## src/rtl/nvdla_dmaif_pkg.sv

```systemverilog
// Shared definitions for the DMA interface read-request arbiter.
package nvdla_dmaif_pkg;

   localparam int AW_DEF = 64;
   localparam int NC     = 3;
   localparam int CID_W  = 2;

   typedef enum logic {
      ARB_IDLE = 1'b0,
      ARB_HOLD = 1'b1
   } arb_state_e;

   // Request payload width: address plus 15-bit size field.
   function automatic int pw_of(input int aw);
      return aw + 15;
   endfunction

   // Client after id, wrapping 0,1,2,0...
   function automatic logic [CID_W-1:0] rr_next(input logic [CID_W-1:0] id);
      return (id == CID_W'(NC - 1)) ? '0 : id + 1'b1;
   endfunction

   // First eligible client at or after ptr; returns {found, id}.
   function automatic logic [CID_W:0] rr_pick(input logic [NC-1:0] el,
                                              input logic [CID_W-1:0] ptr);
      logic [CID_W:0]   r;
      logic [CID_W-1:0] c;
      r = '0;
      for (int k = NC - 1; k >= 0; k--) begin
         c = CID_W'((int'(ptr) + k) % NC);
         if (el[c]) r = {1'b1, c};
      end
      return r;
   endfunction

endpackage

```

## src/rtl/nvdla_dmaif_pipe_reg.sv

```systemverilog
// One-entry valid/ready register slice; full throughput when the sink is ready.
module nvdla_dmaif_pipe_reg #(
   parameter int W = 8
) (
   input  logic         clk_i,
   input  logic         rst_i,
   input  logic         in_vld_i,
   output logic         in_rdy_o,
   input  logic [W-1:0] in_data_i,
   output logic         out_vld_o,
   input  logic         out_rdy_i,
   output logic [W-1:0] out_data_o
);

   logic         vld_q;
   logic [W-1:0] data_q;

   assign in_rdy_o   = !vld_q || out_rdy_i;
   assign out_vld_o  = vld_q;
   assign out_data_o = data_q;

   // Load a new entry whenever the slot is empty or being drained this cycle.
   always_ff @(posedge clk_i) begin
      if (rst_i) begin
         vld_q  <= 1'b0;
         data_q <= '0;
      end else if (in_rdy_o) begin
         vld_q <= in_vld_i;
         if (in_vld_i) data_q <= in_data_i;
      end
   end

endmodule

```

## src/rtl/nvdla_dmaif_rdreq_arb.sv

```systemverilog
// Weighted round-robin arbiter for three DMA read clients with per-client
// outstanding-request limits and a registered output stage.
//
// state    | meaning
// ARB_IDLE | no grant owner; next grant picked from rr_q
// ARB_HOLD | owner_q fixed, burst_q beats left after the current one
module nvdla_dmaif_rdreq_arb
   import nvdla_dmaif_pkg::*;
#(
   parameter int  AW = AW_DEF,
   localparam int PW = pw_of(AW)
) (
   input  logic                nvdla_core_clk,
   input  logic                nvdla_core_rst,
   input  logic [PW-1:0]       cl0_rd_req_pd,
   input  logic                cl0_rd_req_valid,
   output logic                cl0_rd_req_ready,
   input  logic                cl0_rd_rsp_done,
   input  logic [7:0]          reg2dp_cl0_weight,
   input  logic [7:0]          reg2dp_cl0_outs_max,
   input  logic [PW-1:0]       cl1_rd_req_pd,
   input  logic                cl1_rd_req_valid,
   output logic                cl1_rd_req_ready,
   input  logic                cl1_rd_rsp_done,
   input  logic [7:0]          reg2dp_cl1_weight,
   input  logic [7:0]          reg2dp_cl1_outs_max,
   input  logic [PW-1:0]       cl2_rd_req_pd,
   input  logic                cl2_rd_req_valid,
   output logic                cl2_rd_req_ready,
   input  logic                cl2_rd_rsp_done,
   input  logic [7:0]          reg2dp_cl2_weight,
   input  logic [7:0]          reg2dp_cl2_outs_max,
   output logic [PW+CID_W-1:0] dmaif_rd_req_pd,
   output logic                dmaif_rd_req_vld,
   input  logic                dmaif_rd_req_rdy,
   output logic [NC-1:0]       dp2reg_outs_err
);

   logic [PW-1:0]    req_pd   [NC];
   logic [7:0]       wt       [NC];
   logic [7:0]       omax     [NC];
   logic [7:0]       outs_q   [NC];
   logic [7:0]       outs_d   [NC];
   logic [NC-1:0]    req_vld, rsp_done, elig, grant;
   logic [NC-1:0]    err_q, err_d;

   arb_state_e       state_q, state_d;
   logic [CID_W-1:0] owner_q, owner_d, rr_q, rr_d;
   logic [7:0]       burst_q, burst_d;

   logic [CID_W-1:0] pick_ptr, cur_own;
   logic [CID_W:0]   pk, pk_nxt;
   logic [7:0]       cur_burst;
   logic             hold_ok, cur_vld, fire, pipe_rdy;

   assign req_pd   = '{cl0_rd_req_pd, cl1_rd_req_pd, cl2_rd_req_pd};
   assign wt       = '{reg2dp_cl0_weight, reg2dp_cl1_weight, reg2dp_cl2_weight};
   assign omax     = '{reg2dp_cl0_outs_max, reg2dp_cl1_outs_max, reg2dp_cl2_outs_max};
   assign req_vld  = {cl2_rd_req_valid, cl1_rd_req_valid, cl0_rd_req_valid};
   assign rsp_done = {cl2_rd_rsp_done, cl1_rd_rsp_done, cl0_rd_rsp_done};

   assign cl0_rd_req_ready = grant[0];
   assign cl1_rd_req_ready = grant[1];
   assign cl2_rd_req_ready = grant[2];
   assign dp2reg_outs_err  = err_q;

   // Eligibility: requesting and below the outstanding limit (limit 0 masks).
   always_comb begin
      for (int n = 0; n < NC; n++) elig[n] = req_vld[n] && (outs_q[n] < omax[n]);
   end

   // Current-cycle owner: keep the held owner while eligible, otherwise
   // re-arbitrate immediately so a dropped owner costs no bubble.
   always_comb begin
      hold_ok  = (state_q == ARB_HOLD) && elig[owner_q];
      pick_ptr = (state_q == ARB_HOLD) ? rr_next(owner_q) : rr_q;
      pk       = rr_pick(elig, pick_ptr);
      if (hold_ok) begin
         cur_vld   = 1'b1;
         cur_own   = owner_q;
         cur_burst = burst_q;
      end else begin
         cur_vld   = pk[CID_W];
         cur_own   = pk[CID_W-1:0];
         cur_burst = wt[pk[CID_W-1:0]];
      end
      fire = cur_vld && pipe_rdy && !nvdla_core_rst;
      for (int n = 0; n < NC; n++) grant[n] = fire && (cur_own == CID_W'(n));
   end

   // Next arbitration state: burst bookkeeping and round-robin pointer.
   always_comb begin
      state_d = state_q;
      owner_d = owner_q;
      burst_d = burst_q;
      rr_d    = rr_q;
      pk_nxt  = rr_pick(elig, rr_next(cur_own));
      if (state_q == ARB_HOLD && !hold_ok) rr_d = rr_next(owner_q);
      if (fire) begin
         if (cur_burst == 8'd0) begin
            rr_d = rr_next(cur_own);
            if (pk_nxt[CID_W]) begin
               state_d = ARB_HOLD;
               owner_d = pk_nxt[CID_W-1:0];
               burst_d = wt[pk_nxt[CID_W-1:0]];
            end else begin
               state_d = ARB_IDLE;
            end
         end else begin
            state_d = ARB_HOLD;
            owner_d = cur_own;
            burst_d = cur_burst - 8'd1;
         end
      end else if (state_q == ARB_HOLD && !hold_ok) begin
         if (pk[CID_W]) begin
            owner_d = pk[CID_W-1:0];
            burst_d = wt[pk[CID_W-1:0]];
         end else begin
            state_d = ARB_IDLE;
         end
      end
   end

   // Outstanding counters; a done with nothing outstanding flags an error and
   // leaves the counter at zero.
   always_comb begin
      err_d = err_q;
      for (int n = 0; n < NC; n++) begin
         outs_d[n] = outs_q[n];
         if (grant[n] && !rsp_done[n]) begin
            outs_d[n] = outs_q[n] + 8'd1;
         end else if (!grant[n] && rsp_done[n]) begin
            if (outs_q[n] == 8'd0) err_d[n] = 1'b1;
            else                   outs_d[n] = outs_q[n] - 8'd1;
         end
      end
   end

   // State registers with synchronous reset.
   always_ff @(posedge nvdla_core_clk) begin
      if (nvdla_core_rst) begin
         state_q <= ARB_IDLE;
         owner_q <= '0;
         burst_q <= '0;
         rr_q    <= '0;
         err_q   <= '0;
         for (int n = 0; n < NC; n++) outs_q[n] <= '0;
      end else begin
         state_q <= state_d;
         owner_q <= owner_d;
         burst_q <= burst_d;
         rr_q    <= rr_d;
         err_q   <= err_d;
         for (int n = 0; n < NC; n++) outs_q[n] <= outs_d[n];
      end
   end

   nvdla_dmaif_pipe_reg #(
      .W (PW + CID_W)
   ) u_out_pipe (
      .clk_i      (nvdla_core_clk),
      .rst_i      (nvdla_core_rst),
      .in_vld_i   (fire),
      .in_rdy_o   (pipe_rdy),
      .in_data_i  ({cur_own, req_pd[cur_own]}),
      .out_vld_o  (dmaif_rd_req_vld),
      .out_rdy_i  (dmaif_rd_req_rdy),
      .out_data_o (dmaif_rd_req_pd)
   );

endmodule
```

## config.mk

```make
export PLATFORM = sky130hd
export DESIGN_NAME = nvdla_dmaif_rdreq_arb
export DESIGN_NICKNAME = d
export VERILOG_FILES = /design/src/rtl/nvdla_dmaif_pkg.sv /design/src/rtl/nvdla_dmaif_pipe_reg.sv /design/src/rtl/nvdla_dmaif_rdreq_arb.sv
export SDC_FILE = /design/constraint.sdc
export NUM_CORES = 1
export LEC_CHECK = 0
export ABC_AREA = 1
export ABC_CLOCK_PERIOD_IN_PS = 15650
export BUFFER_PORTS_ARGS = -buffer_cell sky130_fd_sc_hd__buf_2
export CORE_AREA = 2 2 149 151
export CTS_CLUSTER_SIZE = 10
export DETAILED_ROUTE_END_ITERATION = 10
export DIE_AREA = 0 0 151 153
export PLACE_DENSITY = 0.8
export SLEW_MARGIN = 20
export SYNTH_ARGS = -nofsm -noshare
export SYNTH_HDL_FRONTEND = slang
export SYNTH_SLANG_ARGS = --single-unit
```

## constraint.sdc

```tcl
create_clock -name nvdla_core_clk -period 15.65 [get_ports nvdla_core_clk]
set_clock_uncertainty 0.1 [all_clocks]
set_input_delay 4.695 -clock nvdla_core_clk [delete_from_list [all_inputs] [get_ports nvdla_core_clk]]
set_output_delay 4.695 -clock nvdla_core_clk [all_outputs]
set_load 0.005 [all_outputs]
```

==> summary.md <==
| Metric | Value |
|---|---|
| Crit path max fanout | 83 |
| Die ar. | 23100 um2 |
| Gr ovfl total | 0 |
| Post-CTS Setup Bufs | 0 |
| Worst-path clk slew | approximately 0.05 ns |
| Final ANT Viol Nets | 0 |
| Most frequent cells in the layout | nand2_1 (533), buf_2 (380), dfxtp_1 (122) |
| Antenna violations before repair | 3 |
| Fill cell total of the finished layout | about 2200 |
| Status | finished clean |
| First-pass GRT wire length | approximately 46000 um |
| Warnings from Yosys | 0 |
| Clk_lat worst skew | roughly 0.42 ns |
| Worst setup SP type | input port |
| FF+latch area | ~2400 um2 |
| Relative slew margins | 0.362 |
| Hold_buf cts | 0 |
| TritonCTS Sinks | between 100 and 150 |
| Final worst-path cycle share | 0.785 |
| Die Y | 153 um |
| Max-Cap Viols | 0 |
| Sequential area share after synthesis | 0.289 |
| RSZ-0062 raised after global routing | no |
| CP endpoint kind | output port |
| Dpl hpwl | about 22000 um |
| Largest net degree at the start of global routing | 84 |
| FFs w/ async S/R, synth | 0 |
| Multi-input logic area | between 5000 and 6000 um2 |
| Post-Syn Area per Cell | 6.28 um2 |
| Mapped Cells | between 1000 and 1500 |
| Syn nets | approximately 1700 |
| Netlist cell types | 48 |
| P per Cell Area | 236 nW/um2 |
| TritonRoute pass-1 iters | 7 |
| Max-slew violations | 0 |
| WS Path Type | input port to output port |
| Mapped cell area | between 8000 and 9000 um2 |
| Routed length per instance | about 15 um |
| Post-synth EDFFs | 0 |
| Maximum vdd drop | 172 uV |
| CTS tree | done |
| Starting Density | 0.393 |
| Total negative slack | 0 ns |
| Final hold vios | 0 |
| Final #Nets | 2028 |
| Synth Register Bits | 122 |
| Root Buffer Master | clkbuf_16 |
| Most common cell after layout, fill and taps aside | nand2_1 |
| Finish-stage setup viols | 0 |
| Routed vias/inst | 5.08 |
| WP data required | roughly 11 ns |
| Worst Path Arrival | between 7 and 8 ns |
| Resize count post-CTS | 0 |
| Final GP Congestion | 0.893 |
| Vias | 10100 |
| Core Region | roughly 21000 um2 |
| Post-route DRC | 0 |
| WL final | 29400 um |
| Total track usage | 0.249 |
| Fraction of layout cells with a size suffix above 1 | 0.280 |
| Horiz. Die Dim | 151 um |
| Tmin final | about 12 ns |
| Site Rows | between 50 and 60 |
| Post-Place Setup Slack | roughly 3.3 ns |
| Area growth, synth to finish | 31.4% |
| F_max | about 80 MHz |
| Worst hold path class | register to register |
| Port Buffer Count | between 300 and 400 |
| Vias in the first global route | roughly 9000 |
| H-tree depth | 4 |
| Worst-Margin Slew | between 0.9 and 1 ns |
| Synth Flop Type | dfxtp_1 |
| Clk buf depth | 2 |
| Final WS setup | ~3.4 ns |
| Cts bufs inserted | 17 |
| Leakage | 5.88 nW |
| Detailed Route Iter0 Violations | between 600 and 700 |
| IO Pins | 382 |
area by class of cell:
cell class,count,share of cell area
multi-input cells,1035,0.475
flip-flops and latches,122,0.220
repair buffers,387,0.176
clock buffers,20,0.0412
inverters,120,0.0409
well taps,280,0.0316
clock inverters,12,0.0148
diodes,3,0.000677
cells by family after synthesis:
group | after synthesis | share of synthesized area
simple gates | 708 | 0.348
xor+xnor | 18 | 0.0187
buf+inv | 187 | 0.0901
fa+ha+maj | 51 | 0.0783
flops | 122 | 0.289
compound gates | 258 | 0.176
sequential cells by signal, summed over array words and instances (netlist names):
signal and cells:
u_out_pipe.out_data_o 81, burst_q 8, u_out_pipe.out_vld_o 1, dp2reg_outs_err 3
rr_q 2, state_q 1, owner_q 2, outs_q 24
power by group:
group | leakage (nW) | switching [mW] | internal [mW]
Combinational | 4.59 | 1.16 | 0.573
Sequential | 1.00 | 0.0643 | 0.399
Clock | 0.289 | 0.155 | 0.261
final timing paths:
path         depth (start not counted)                         endpoint                       startpoint  slack [ns]
max                                 16                 cl1_rd_req_ready           reg2dp_cl1_outs_max[5]        3.36
min                                  2  dp2reg_outs_err[2]$_SDFFE_PP0P_  dp2reg_outs_err[2]$_SDFFE_PP0P_        0.37
max reg2reg                         30       outs_q[0][23]$_SDFFE_PP0P_       outs_q[0][13]$_SDFFE_PP0P_        9.85
min reg2reg                          2  dp2reg_outs_err[2]$_SDFFE_PP0P_  dp2reg_outs_err[2]$_SDFFE_PP0P_        0.37
per-stage QoR:
stage	total power [mW]	area (um2)	util	std cells	hold slack, ns
final	2.62	11100	0.516	1979	0.367
after detailed placement	2.19	10500	0.487	1944	0.353
after global routing	2.87	11100	0.516	1979	0.395
after global placement	2.14	10500	0.487	1944	0.344
after floorplan	1.76	8440	-	1344	0.341
after CTS	2.61	11100	0.516	1976	0.366
metal layers:
layer | global-route usage | wire (um) | vias up
met3 | 0.0466 | 2060 | 65
met2 | 0.427 | 14300 | 432
met4 | 0.0966 | 1010 | 0
met5 | 0 | 0 | -
met1 | 0.307 | 12100 | 4518
li1 | - | - | 5039
critical path: stages:
cell	delay, ns
buf_2	0.07
inv_1	0.03
ha_1	0.29
a21oi_1	0.13
nor2_1	0.05
nor2_1	0.24
nand2_4	0.12
inv_4	0.10
nand2_1	0.07
nand3_1	0.10
nand2_2	0.27
inv_2	0.15
nand2_1	0.10
nand2_4	0.63
nor2_1	0.21
buf_2	0.20
Yosys cell counts, drive strengths merged, types with 7 or more instances:
| cell | n | area share |
|---|---|---|
| xnor2 | 11 | 0.011 |
| buf | 25 | 0.018 |
| a31oi | 48 | 0.036 |
| nand2 | 552 | 0.25 |
| clkbuf | 42 | 0.019 |
| inv | 117 | 0.052 |
| or2 | 7 | 0.0052 |
| a22oi | 29 | 0.026 |
| nor2 | 76 | 0.036 |
| nand3 | 56 | 0.039 |
| ha | 48 | 0.071 |
| o311ai | 8 | 0.0083 |
| dfxtp | 122 | 0.29 |
| a21oi | 98 | 0.059 |
| xor2 | 7 | 0.0073 |
| o21ai | 67 | 0.040 |
No activity file was read; power rests on OpenSTA's default activity.
